File: config.mk
export PLATFORM = sky130hd
export DESIGN_NAME = fifo_ctrl_wm
export DESIGN_NICKNAME = d
export VERILOG_FILES = /design/src/rtl/fifo_ctrl_wm_pkg.sv /design/src/rtl/fifo_ptr.sv /design/src/rtl/fifo_ctrl_wm.sv
export VERILOG_INCLUDE_DIRS = /design/src /design/src/rtl
export SDC_FILE = /design/constraint.sdc
export NUM_CORES = 1
export LEC_CHECK = 0
export CAP_MARGIN = 20
export CORE_MARGIN = 5
export CORE_UTILIZATION = 45
export DETAILED_ROUTE_END_ITERATION = 12
export GPL_TIMING_DRIVEN = 1
export PLACE_DENSITY = 0.8
export SKIP_CTS_REPAIR_TIMING = 1
export SLEW_MARGIN = 20
export SYNTH_ARGS = -nofsm -noshare
export SYNTH_HDL_FRONTEND = slang
export SYNTH_SLANG_ARGS = --single-unit
File: constraint.sdc
create_clock -name clk -period 4.84 [get_ports clk]
set_input_delay 0.968 -clock clk [delete_from_list [all_inputs] [get_ports clk]]
set_output_delay 0.968 -clock clk [all_outputs]
set_load 0.01 [all_outputs]
File: src/rtl/fifo_defs.vh
// rtl/fifo_defs.vh - shared FIFO sizing macros and flag reset values
`ifndef FIFO_DEFS_VH
`define FIFO_DEFS_VH

`define FIFO_DEPTH(log) (1 << (log))
`define FIFO_PTR_W(log) ((log) + 1)

`define FIFO_RST_EMPTY  1'b1
`define FIFO_RST_AEMPTY 1'b1
`define FIFO_RST_FULL   1'b0
`define FIFO_RST_AFULL  1'b0
`define FIFO_RST_VALID  1'b0
`define FIFO_RST_ERR    1'b0

`endif

File: src/rtl/fifo_ctrl_wm_pkg.sv
// rtl/fifo_ctrl_wm_pkg.sv - flag bundle type and flag evaluation for fifo_ctrl_wm
package fifo_ctrl_wm_pkg;

  typedef struct packed {
    logic full;
    logic afull;
    logic empty;
    logic aempty;
  } fifo_flags_t;

  // Evaluated on the post-edge level so the registered flags are exact, not lagging.
  function automatic fifo_flags_t calc_flags(input int unsigned lvl,
                                             input int unsigned depth,
                                             input int unsigned afull_th,
                                             input int unsigned aempty_th);
    fifo_flags_t f;
    f.full   = (lvl == depth);
    f.afull  = (lvl >= afull_th);
    f.empty  = (lvl == 0);
    f.aempty = (lvl <= aempty_th);
    return f;
  endfunction

endpackage

File: src/rtl/fifo_ptr.sv
// rtl/fifo_ptr.sv - wrap-bit pointer with increment enable and async active-low reset
`include "fifo_defs.vh"

module fifo_ptr #(
  parameter int PTR_W = `FIFO_PTR_W(8)
) (
  input  logic             clk,
  input  logic             rst_n,
  input  logic             inc_i,
  output logic [PTR_W-1:0] ptr_o
);

  logic [PTR_W-1:0] ptr_q;
  logic [PTR_W-1:0] ptr_d;

  always_comb begin
    ptr_d = ptr_q;
    if (inc_i) begin
      ptr_d = ptr_q + 1'b1;
    end
  end

  always_ff @(posedge clk or negedge rst_n) begin
    if (!rst_n) begin
      ptr_q <= '0;
    end else begin
      ptr_q <= ptr_d;
    end
  end

  assign ptr_o = ptr_q;

endmodule

File: src/rtl/fifo_ctrl_wm.sv
// rtl/fifo_ctrl_wm.sv - synchronous FIFO controller with watermarks and error flags
// Optional FIFO_ERR_STICKY_EN makes overflow/underflow sticky until err_clear.
`include "fifo_defs.vh"

module fifo_ctrl_wm
  import fifo_ctrl_wm_pkg::*;
#(
  parameter int WIDTH     = 8,
  parameter int DEPTH_LOG = 8
) (
  input  logic                 clk,
  input  logic                 rst_n,
  input  logic                 fifo_write_req,
  input  logic [WIDTH-1:0]     fifo_write_data,
  output logic                 fifo_full,
  output logic                 fifo_almost_full,
  input  logic                 fifo_read_req,
  output logic                 fifo_empty,
  output logic                 fifo_almost_empty,
  output logic                 fifo_read_valid,
  output logic [DEPTH_LOG:0]   fifo_level,
  input  logic [DEPTH_LOG:0]   cfg_afull_thresh,
  input  logic [DEPTH_LOG:0]   cfg_aempty_thresh,
  output logic                 fifo_overflow,
  output logic                 fifo_underflow,
  input  logic                 err_clear,
  output logic                 ram_write_req,
  output logic [DEPTH_LOG-1:0] ram_write_addr,
  output logic [WIDTH-1:0]     ram_write_data,
  output logic                 ram_read_req,
  output logic [DEPTH_LOG-1:0] ram_read_addr
);

  localparam int PTR_W = `FIFO_PTR_W(DEPTH_LOG);
  localparam int LVL_W = DEPTH_LOG + 2;
  localparam int DEPTH = `FIFO_DEPTH(DEPTH_LOG);

  logic [PTR_W-1:0] wptr;
  logic [PTR_W-1:0] rptr;
  logic             rd_acc;
  logic             wr_acc;
  logic             ovf_evt;
  logic             unf_evt;
  logic [LVL_W-1:0] next_lvl;

  logic [PTR_W-1:0] level_q, level_d;
  fifo_flags_t      flags_q, flags_d;
  logic             rvalid_q, rvalid_d;
  logic             ovf_q, ovf_d;
  logic             unf_q, unf_d;

  fifo_ptr #(.PTR_W(PTR_W)) u_wptr (
    .clk   (clk),
    .rst_n (rst_n),
    .inc_i (wr_acc),
    .ptr_o (wptr)
  );

  fifo_ptr #(.PTR_W(PTR_W)) u_rptr (
    .clk   (clk),
    .rst_n (rst_n),
    .inc_i (rd_acc),
    .ptr_o (rptr)
  );

  // A full FIFO still takes a write when a read frees a slot in the same cycle.
  assign rd_acc  = fifo_read_req & ~flags_q.empty;
  assign wr_acc  = fifo_write_req & (~flags_q.full | rd_acc);
  assign ovf_evt = fifo_write_req & ~wr_acc;
  assign unf_evt = fifo_read_req & ~rd_acc;

  always_comb begin
    next_lvl = {1'b0, level_q} + LVL_W'(wr_acc) - LVL_W'(rd_acc);
    level_d  = next_lvl[PTR_W-1:0];
    flags_d  = calc_flags(32'(next_lvl), DEPTH, 32'(cfg_afull_thresh),
                          32'(cfg_aempty_thresh));
    rvalid_d = rd_acc;
  end

`ifdef FIFO_ERR_STICKY_EN
  always_comb begin
    ovf_d = ovf_evt | (ovf_q & ~err_clear);
    unf_d = unf_evt | (unf_q & ~err_clear);
  end
`else
  logic unused_err_clear;
  assign unused_err_clear = err_clear;

  always_comb begin
    ovf_d = ovf_evt;
    unf_d = unf_evt;
  end
`endif

  always_ff @(posedge clk or negedge rst_n) begin
    if (!rst_n) begin
      level_q        <= '0;
      flags_q.full   <= `FIFO_RST_FULL;
      flags_q.afull  <= `FIFO_RST_AFULL;
      flags_q.empty  <= `FIFO_RST_EMPTY;
      flags_q.aempty <= `FIFO_RST_AEMPTY;
      rvalid_q       <= `FIFO_RST_VALID;
      ovf_q          <= `FIFO_RST_ERR;
      unf_q          <= `FIFO_RST_ERR;
    end else begin
      level_q  <= level_d;
      flags_q  <= flags_d;
      rvalid_q <= rvalid_d;
      ovf_q    <= ovf_d;
      unf_q    <= unf_d;
    end
  end

  // Wrap bits only disambiguate full/empty; the level register already does that.
  logic unused_ptr_msb;
  assign unused_ptr_msb = wptr[PTR_W-1] ^ rptr[PTR_W-1];

  assign fifo_full         = flags_q.full;
  assign fifo_almost_full  = flags_q.afull;
  assign fifo_empty        = flags_q.empty;
  assign fifo_almost_empty = flags_q.aempty;
  assign fifo_read_valid   = rvalid_q;
  assign fifo_level        = level_q;
  assign fifo_overflow     = ovf_q;
  assign fifo_underflow    = unf_q;

  assign ram_write_req  = wr_acc;
  assign ram_write_addr = wptr[DEPTH_LOG-1:0];
  assign ram_write_data = fifo_write_data;
  assign ram_read_req   = rd_acc;
  assign ram_read_addr  = rptr[DEPTH_LOG-1:0];

endmodule

==> run metrics <==
outcome complete, no violations; final hold vios 0; RSZ-0062 raised after global routing false; most used flip-flop cell after synthesis dfrtp_1; Slew headroom 63.5%; asr flop ratio synth 100%; crit path capture fifo_almost_empty$_DFF_PN1_; Total Wirelength 4190 um; height of the chip 77.7 um; CP arrival 4.69 ns; Longest Clk Path Bufs 2; CTS Sinks 32; Synth cell types 42; EDFF count, synth 0; initial core utilization 46.8%; Crit path required time 5.05 ns; CTS tree built; final-stage net count 326; antenna violations before repair 0; final worst-path cycle share 92.6%; WS Path Type in -> reg; Die Wd 77.7 um; IR drop worst, VDD 0.000410 V; Reg2Reg Depth 18; clock period minus worst slack 4.48 ns; maximum number of pins on one net before global-route repair 33; Power Dens Cells 810 mW/mm^2; Antenna Violating Nets Remaining 0; Syn Inst Count 208; Multi-input gate area 0.00107 mm^2; vias in the first global route 1662; CTS Root Cell clkbuf_8; DIE AREA 0.00604 mm^2; CTS H-Tree Depth 2; worst-path fanout max 4; Reg area 803 um^2; startpoint types input pin; Core Footprint 0.00441 mm^2; n_diodes 0; # IOs 73; setup violators final 0; gpl congestion 0.920; post-synthesis net count 270; Layout area overhead 31.6%; Slew @ Worst Pin 0.543 ns; leakage power 0.00131 uW; Residual DRC 0; max-cap viol count 0; flop2flop setup slack 0.99 ns; wire length per cell 13.3 um; synth warn 0; register area share after synthesis 38.9%; setup TNS 0 ns; min-delay worst type reg -> reg; IO Port Bufs 55; router iterations before antenna repair 4; clk_skew 0.00233 ns; post-DP HPWL 3450 um; Final Max Slew Viols 0; num rows 24; pre-CTS WS 0.0626 ns; Reg clk slew, reported paths 0.06 ns; reg2reg end fifo_almost_empty$_DFF_PN1_; via count 1658; critical path endpoint category flip-flop; hold path depth 1; CP Launch Point fifo_read_req; synthesis-stage register bit count 32; reg2reg start fifo_empty$_DFF_PN1_; GRT Total Usage 14.1%; synthesized area 0.00206 mm^2; filler cell count 386; TritonCTS Buffers 5; Hold Path Origin u_wptr.ptr_o[7]$_DFFE_PN0P_; share of layout cells above drive strength 1 5.30%; highest clock rate 223 MHz; first-pass GRT wire length 6920 um; Vias/cell 5.25; Avg Cell Area, Syn 9.93 um^2; Initial DRC Count 62; Overflow after GRT 0; Final WS setup 0.359 ns; clock insertion delay at the later pin of the skew report 0.27 ns
## state kept, by name (all words and copies together) (netlist names)
signal             flops
fifo_full              1
fifo_empty             1
fifo_overflow          1
fifo_almost_empty      1
fifo_level             9
u_rptr.ptr_o           8
fifo_underflow         1
fifo_almost_full       1
u_wptr.ptr_o           8
fifo_read_valid        1
## per-stage QoR
stage,hold WS (ns),total power (uW),instances,utilization [%],area (um^2)
6_report,0.471,2200,316,61.5,2720
5_1_grt,0.502,2440,316,61.5,2720
4_1_cts,0.475,2220,316,61.5,2720
3_5_place_dp,0.462,2020,309,59.8,2640
3_3_place_gp,0.461,1960,309,59.8,2640
2_1_floorplan,0.507,1520,208,-,2060
## critical path, cell delays in order
cell and delay (ns):
clkdlybuf4s50_1 0.47, nand2b_1 0.08, a21boi_1 0.20, inv_1 0.08, ha_1 0.28, inv_1 0.04, ha_1 0.20, fa_1 0.42
a211oi_2 0.30, o21ai_1 0.11, o211ai_1 0.14, o2bb2ai_1 0.16, xor2_1 0.19, inv_1 0.12, ha_1 0.31, nand2_1 0.09
a211oi_1 0.05, a221o_1 0.34, a21oi_1 0.13
## per-layer routing
| metal | GRT usage, % | vias to the layer above | wire, um |
|---|---|---|---|
| li1 | - | 825 | - |
| met1 | 16.4 | 764 | 1800 |
| met2 | 24.3 | 63 | 2000 |
| met3 | 3.94 | 6 | 334 |
| met4 | 5.33 | 0 | 64 |
| met5 | 0 | - | 0 |
## area by class of cell
cell class | count | share of cell area [%]
multi-input combinational | 134 | 39.5
inverter | 33 | 4.56
clock inverter | 1 | 0.184
tap | 52 | 2.40
timing repair buffer | 58 | 21.1
sequential | 32 | 29.6
clock buffer | 6 | 2.67
## worst min path at each step
stage                                       end  slack [ns]
floorplan           u_rptr.ptr_o[7]$_DFFE_PN0P_        0.51
global placement    u_rptr.ptr_o[7]$_DFFE_PN0P_        0.46
detailed placement  u_wptr.ptr_o[7]$_DFFE_PN0P_        0.46
CTS                 u_wptr.ptr_o[7]$_DFFE_PN0P_        0.48
global route        u_wptr.ptr_o[7]$_DFFE_PN0P_        0.50
finish              u_wptr.ptr_o[7]$_DFFE_PN0P_        0.47
## cells by family after synthesis
logic type	count (synthesis)	share of synthesized area [%]
xor+xnor	19	8.06
buf+inv	42	9.09
mux	1	0.545
simple gates	48	11.9
compound gates	35	12.4
flops	32	38.9
fa+ha+maj	31	19.2
## cell usage after synthesis, types with 2 or more instances
master	instances	area, um^2
inv_1	33	124
dfrtp_1	30	751
ha_1	30	375
nor2_1	12	45.0
xnor2_1	12	105
nand2_1	9	33.8
buf_4	8	60.1
xor2_1	7	61.3
nand3_1	6	30.0
o21ai_0	6	30.0
a21o_1	4	30.0
a21oi_1	4	20.0
and3_1	4	25.0
nand4_1	4	25.0
a211oi_1	3	22.5
o21ai_1	3	15.0
a211oi_2	2	25.0
and2_1	2	12.5
dfstp_2	2	52.6
nand2b_1	2	12.5
nor4_1	2	12.5
o211ai_1	2	15.0
or4_1	2	15.0
## cells in the final DEF (no fill, tap or decap), types with 3 or more instances in the layout
master           count
buf_4                3
nor2_1              12
o21ai_1              3
xor2_1               7
nand4_1              4
dfrtp_1             30
a21o_1               4
xnor2_1             12
a21oi_1              4
o21ai_0              6
nand3_1              6
inv_1               33
nand2_1              9
clkdlybuf4s50_1     55
ha_1                30
a211oi_1             3
clkbuf_8             5
and3_1               4
## power breakdown
group	internal, uW	leakage [uW]	total, uW	switching [uW]
logic	721	0.000875	1520	799
clock network	97.5	0.0000410	187	89.7
registers	388	0.000389	494	106
total	1210	0.00131	2200	995
(Power assumes the default switching activity.)
